`src/rtl/fluxo_dados_pkg.sv`:
```
// rtl/fluxo_dados_pkg.sv - shared types and constants for the game datapath
package fluxo_dados_pkg;

  localparam logic PAPEL_ALDEAO = 1'b0;
  localparam logic PAPEL_LOBO   = 1'b1;

  localparam logic [15:0] LFSR_MASK     = 16'hB400;
  localparam logic [15:0] SEED_ZERO_DEF = 16'hACE1;

  typedef enum logic [1:0] {
    OCIOSO  = 2'd0,
    LIMPA   = 2'd1,
    SORTEIA = 2'd2,
    PRONTO  = 2'd3
  } estado_t;

  function automatic logic [15:0] lfsr_passo(input logic [15:0] v);
    return v[0] ? ((v >> 1) ^ LFSR_MASK) : (v >> 1);
  endfunction

endpackage

```
`src/rtl/lfsr16.sv`:
```
// rtl/lfsr16.sv - 16-bit Galois LFSR with synchronous load and step enable
module lfsr16
  import fluxo_dados_pkg::*;
(
  input  logic        clock,
  input  logic        reset,
  input  logic        load,
  input  logic        en,
  input  logic [15:0] seed,
  output logic [15:0] q
);

  logic [15:0] q_q, q_d;

  always_comb begin
    q_d = q_q;
    if (load)    q_d = seed;
    else if (en) q_d = lfsr_passo(q_q);
  end

  always_ff @(posedge clock) begin
    if (!reset) q_q <= '0;
    else        q_q <= q_d;
  end

  assign q = q_q;

endmodule

```
`src/rtl/fluxo_dados_jogo.sv`:
```
// rtl/fluxo_dados_jogo.sv - game datapath: seed counter, role draw, player counter
// Optional PASSA_SYNC_EN: synchronize and edge-detect the pass button.
module fluxo_dados_jogo
  import fluxo_dados_pkg::*;
#(
  parameter int          N_JOGADORES = 8,
  parameter int          N_LOBOS     = 2,
  parameter logic [15:0] SEED_ZERO   = SEED_ZERO_DEF
) (
  input  logic                             clock,
  input  logic                             reset,
  input  logic                             rst_global,
  input  logic                             zera_CS,
  input  logic                             e_seed_reg,
  input  logic                             zera_CJ,
  input  logic                             inc_jogador,
  input  logic                             passa_btn,
  output logic                             passa,
  output logic                             CJ_fim,
  output logic                             papeis_prontos,
  output logic [$clog2(N_JOGADORES+1)-1:0] jogador_atual,
  output logic                             papel_atual,
  output logic [N_JOGADORES-1:0]           db_papeis,
  output logic [15:0]                      db_seed
);

  localparam int JW    = $clog2(N_JOGADORES + 1);
  localparam int IDX_W = $clog2(N_JOGADORES);
  localparam int CW    = $clog2(N_LOBOS + 1);

  estado_t                 state_q;
  logic [N_JOGADORES-1:0]  papeis_q;
  logic [CW-1:0]           count_q;
  logic [15:0]             cs_q, cs_d;
  logic [15:0]             seed_q, seed_d;
  logic [JW-1:0]           cj_q, cj_d;
  logic [15:0]             lfsr_q;
  logic                    captura;
  logic [15:0]             seed_capt;
  logic [IDX_W-1:0]        idx;
  logic                    papel_d;

  // Seed only recaptured while no draw is in progress.
  assign captura   = e_seed_reg && !rst_global && (state_q == OCIOSO || state_q == PRONTO);
  assign seed_capt = (cs_q == 16'd0) ? SEED_ZERO : cs_q;
  assign idx       = lfsr_q[IDX_W-1:0];

  lfsr16 u_lfsr (
    .clock (clock),
    .reset (reset & ~rst_global),
    .load  (captura),
    .en    (state_q == SORTEIA),
    .seed  (seed_capt),
    .q     (lfsr_q)
  );

  always_comb begin
    cs_d = zera_CS ? 16'd0 : cs_q + 16'd1;

    seed_d = seed_q;
    if (rst_global)   seed_d = 16'd0;
    else if (captura) seed_d = seed_capt;

    cj_d = cj_q;
    if (rst_global || zera_CJ)                            cj_d = '0;
    else if (inc_jogador && cj_q != JW'(N_JOGADORES))     cj_d = cj_q + 1'b1;

    papel_d = PAPEL_ALDEAO;
    for (int i = 0; i < N_JOGADORES; i++)
      if (cj_q == JW'(i + 1)) papel_d = papeis_q[i];
  end

  always_ff @(posedge clock) begin
    if (!reset) begin
      cs_q   <= '0;
      seed_q <= '0;
      cj_q   <= '0;
    end else begin
      cs_q   <= cs_d;
      seed_q <= seed_d;
      cj_q   <= cj_d;
    end
  end

  always_ff @(posedge clock) begin
    if (!reset || rst_global) begin
      state_q  <= OCIOSO;
      papeis_q <= '0;
      count_q  <= '0;
    end else begin
      unique case (state_q)
        OCIOSO:  if (e_seed_reg) state_q <= LIMPA;
        LIMPA: begin
          papeis_q <= '0;
          count_q  <= '0;
          state_q  <= SORTEIA;
        end
        SORTEIA: begin
          if (count_q == CW'(N_LOBOS)) begin
            state_q <= PRONTO;
          end else begin
            // Draws that land beyond the player range or on a werewolf are rejected.
            for (int i = 0; i < N_JOGADORES; i++) begin
              if (idx == IDX_W'(i) && !papeis_q[i]) begin
                papeis_q[i] <= PAPEL_LOBO;
                count_q     <= count_q + 1'b1;
              end
            end
          end
        end
        PRONTO:  if (e_seed_reg) state_q <= LIMPA;
        default: state_q <= OCIOSO;
      endcase
    end
  end

`ifdef PASSA_SYNC_EN
  logic [2:0] sync_q, sync_d;
  logic       passa_q, passa_d;

  always_comb begin
    sync_d  = {sync_q[1:0], passa_btn};
    passa_d = sync_q[1] & ~sync_q[2];
  end

  always_ff @(posedge clock) begin
    if (!reset) begin
      sync_q  <= '0;
      passa_q <= 1'b0;
    end else begin
      sync_q  <= sync_d;
      passa_q <= passa_d;
    end
  end

  assign passa = passa_q;
`else
  assign passa = passa_btn;
`endif

  assign CJ_fim         = (cj_q == JW'(N_JOGADORES));
  assign papeis_prontos = (state_q == PRONTO);
  assign jogador_atual  = cj_q;
  assign papel_atual    = papel_d;
  assign db_papeis      = papeis_q;
  assign db_seed        = seed_q;

endmodule

```
`config.mk`:
```
export PLATFORM = sky130hd
export DESIGN_NAME = fluxo_dados_jogo
export DESIGN_NICKNAME = d
export VERILOG_FILES = /design/src/rtl/fluxo_dados_pkg.sv /design/src/rtl/lfsr16.sv /design/src/rtl/fluxo_dados_jogo.sv
export SDC_FILE = /design/constraint.sdc
export NUM_CORES = 1
export LEC_CHECK = 0
export ABC_AREA = 1
export BUFFER_PORTS_ARGS = -buffer_cell sky130_fd_sc_hd__buf_2
export CORE_UTILIZATION = 40
export DETAILED_ROUTE_END_ITERATION = 10
export GPL_ROUTABILITY_DRIVEN = 0
export PLACE_DENSITY = 0.66
export RECOVER_POWER = 25
export SLEW_MARGIN = 10
export SYNTH_ARGS = -nofsm -noshare
export SYNTH_HDL_FRONTEND = slang
export SYNTH_SLANG_ARGS = --single-unit
```
`constraint.sdc`:
```
create_clock -name clock -period 4.1 [get_ports clock]
set_clock_uncertainty 0.1 [all_clocks]
set_input_delay 0.205 -clock clock [delete_from_list [all_inputs] [get_ports clock]]
set_output_delay 0.205 -clock clock [all_outputs]
set_load 0.05 [all_outputs]
```
==> out/metrics.csv <==
stage;metric;value;unit
run_status;run status;completed;
sta;RSZ-0062 raised after global routing;no;
clocking;cts repair resizes;0;
placed_design;dpl cell area;3260;µm²
placed_design;placed insts;540;
detailed_routing;DRT Wirelength;6590;µm
clocking;clock buffer depth;2;
critical_path;CP max FO;29;
detailed_routing;DR iter-0 viols;151;
layout;layout filler cell count;800;
synthesis;main area contributors after synthesis;dfxtp_1 (42%), nand2_1 (11%), a21oi_1 (9.3%), nor2_1 (5.3%), inv_1 (4.9%);
clocking;Worst-path clk slew;70;ps
layout;area of the multi-input gates;1480;µm²
critical_path;critical path endpoint category;flip-flop;
critical_path;worst setup path start;state_q[0];
global_route;largest net degree at the start of global routing;30;
detailed_routing;Wirelength per Cell;11.8;µm
hold_path;Hold/Removal Path Class;in2reg;
power;P_leak;0.00137;µW
critical_path;Worst Setup Path Type;reg2reg;
critical_path;R2R setup slack;1780;ps
synthesis;sequential area share after synthesis;42.5;%
clocking;TritonCTS Buffers;9;
sta;final setup vio count;0;
global_route;gr usage total;18.8;%
floorplanning;initial core utilization;41.4;%
detailed_routing;drt pass-1 iters;5;
synthesis;Syn Nets;436;
sta;Final TNS setup;0;ps
layout;register area;1280;µm²
layout;Syn-to-layout area delta;14.1;%
sta;final slew viol count;0;
sta;post-route setup slack;1780;ps
sta;Tmin final;2320;ps
critical_path;required time worst endpoint;4190;ps
synthesis;Cell variety after synth;36;
global_route;global-route wire length before repair;11400;µm
critical_path;Startpoint Class;flip-flop;
layout;NumNets Final;470;
sta;Max-slew headroom;46.1;%
floorplanning;num ports;40;
clocking;H-tree depth;3;
critical_path;worst r2r dst;u_lfsr.q[2];
power;maximum vdd drop;0.178;mV
floorplanning;die area;7900;µm²
clocking;TritonCTS clock tree;yes;
power;total power;1350;µW
run;maxcap violations;0;
global_route;initial antenna violation count;0;
sta;Final period util;56.6;%
power;pwr dens;393;nW/µm²
clocking;Worst-Skew Late Latency;350;ps
critical_path;Setup crit end;u_lfsr.q[2];
synthesis;Post-Syn Instances;418;
clocking;hold buffer count at CTS;0;
synthesis;Mapped Area;3020;µm²
floorplanning;row count;31;
placed_design;input/output buffers;37;
clocking;number of setup buffers added after CTS;0;
clocking;clock sinks;64;
floorplanning;die height;88.9;µm
global_route;number of global-route vias before repair;2574;
detailed_routing;DR DRC count;0;
critical_path;WP data arrival;2410;ps
detailed_routing;routed vias/inst;4.93;
placed_design;pre-CTS WS;1780;ps
layout;share of layout cells above drive strength 1;12.5;%
layout;ant diodes;0;
layout;cell area after layout;3440;µm²
synthesis;Avg Cell Area, Syn;7.22;µm²
sta;worst-margin pin slew;808;ps
sta;fmax;0.431;GHz
floorplanning;Die W;88.9;µm
synthesis;Seq cells post-synth;64;
critical_path;R2R Path Start;state_q[0];
floorplanning;core region area;7290;µm²
synthesis;post-synth top area share;42.5;%
placed_design;dpl hpwl;4950;µm
clocking;Clock Tree Root;clkbuf_8;
detailed_routing;DRT antenna net count;0;
sta;Final Hold Violating Endpoints;0;
synthesis;largest area contributor in the synthesized netlist;dfxtp_1;
synthesis;Yosys warnings;0;
layout;post-route insts no fill;556;
global_route;grt ovf;0;
critical_path;Worst R2R Path Depth;7;
detailed_routing;Via Count;2739;
-- sequential cells by signal, indices dropped and copies added, names as in the netlist --
| signal | flops |
|---|---|
| db_papeis | 8 |
| cs_q | 16 |
| u_lfsr.q | 16 |
| db_seed | 16 |
| jogador_atual | 4 |
| state_q | 2 |
| count_q | 2 |
-- cells by family (layout without fill, tap and decap cells) --
family	Yosys count	after routing	synth area share, %
AND/OR/NAND/NOR	176	176	26.6
AO/OA/AOI/OAI	104	104	17.8
flip-flops	64	64	42.5
buffers and inverters	62	101	8.46
adder cells (fa/ha/maj)	10	10	4.15
XOR/XNOR	2	2	0.581
-- cells in the final DEF, fill, tap and decap left out, types with 11 or more instances in the layout --
| master | count |
|---|---|
| o21ai_0 | 29 |
| nand3_1 | 12 |
| nor2_1 | 43 |
| buf_2 | 19 |
| a21oi_1 | 56 |
| dfxtp_1 | 64 |
| inv_1 | 39 |
| o21ai_1 | 11 |
| nand2_1 | 88 |
| clkbuf_1 | 21 |
-- cell usage after synthesis (all sizes together) --
cell and n:
o21bai 1, buf 8, a221oi 1, nor3b 1
dfxtp 64, inv 47, a31oi 4, nand4 6
o211ai 1, o21ai 40, a21oi 56, nand3b 2
nand2 91, or2 6, nor2 50, nand3 13
clkbuf 7, xnor2 2, nor3 7, ha 10
a211oi 1
-- final cells by class --
class / count / area share, %
Multi-Input combinational cell: 292 / 42.9
Inverter: 47 / 5.13
Sequential cell: 64 / 37.2
Clock buffer: 13 / 4.33
Tap cell: 99 / 3.60
Clock inverter: 3 / 1.89
Timing Repair Buffer: 38 / 4.94
-- critical path, stage by stage, from the launching register on --
cell and delay, ps:
dfxtp_1 360, inv_1 70, ha_1 290, nand2_1 70
nor2_2 620, inv_2 390, o21ai_0 180, a221oi_1 90
-- per-stage QoR --
stage,hold slack [ps],util (%)
6_report,83.2,47.2
5_1_grt,105,47.2
4_1_cts,76.4,47.6
3_5_place_dp,310,44.6
3_3_place_gp,310,44.6
2_1_floorplan,296,-
-- where the power goes --
group / internal (µW) / switching [µW] / leakage, µW
Sequential: 635 / 10.4 / 0.000518
Combinational: 31.1 / 80.8 / 0.000749
Clock: 359 / 235 / 0.000108
Total: 1030 / 326 / 0.00137
-- metal layers --
layer,up-vias,wire [µm],global-route usage [%]
met3,9,293,4.29
met5,-,0,0
met2,51,3230,33.1
met1,1253,2950,21.5
li1,1426,-,-
met4,0,105,8.65
-- how the worst min path moves through the flow --
stage | startpoint | endpoint | cells after the start
after floorplan | rst_global | u_lfsr.q[4] | 3
after global placement | passa_btn | passa | 0
after detailed placement | passa_btn | passa | 0
after CTS | zera_CJ | jogador_atual[1] | 3
after global routing | zera_CJ | jogador_atual[0] | 3
final | zera_CJ | jogador_atual[0] | 3
No activity file was read; power rests on OpenSTA's default activity.
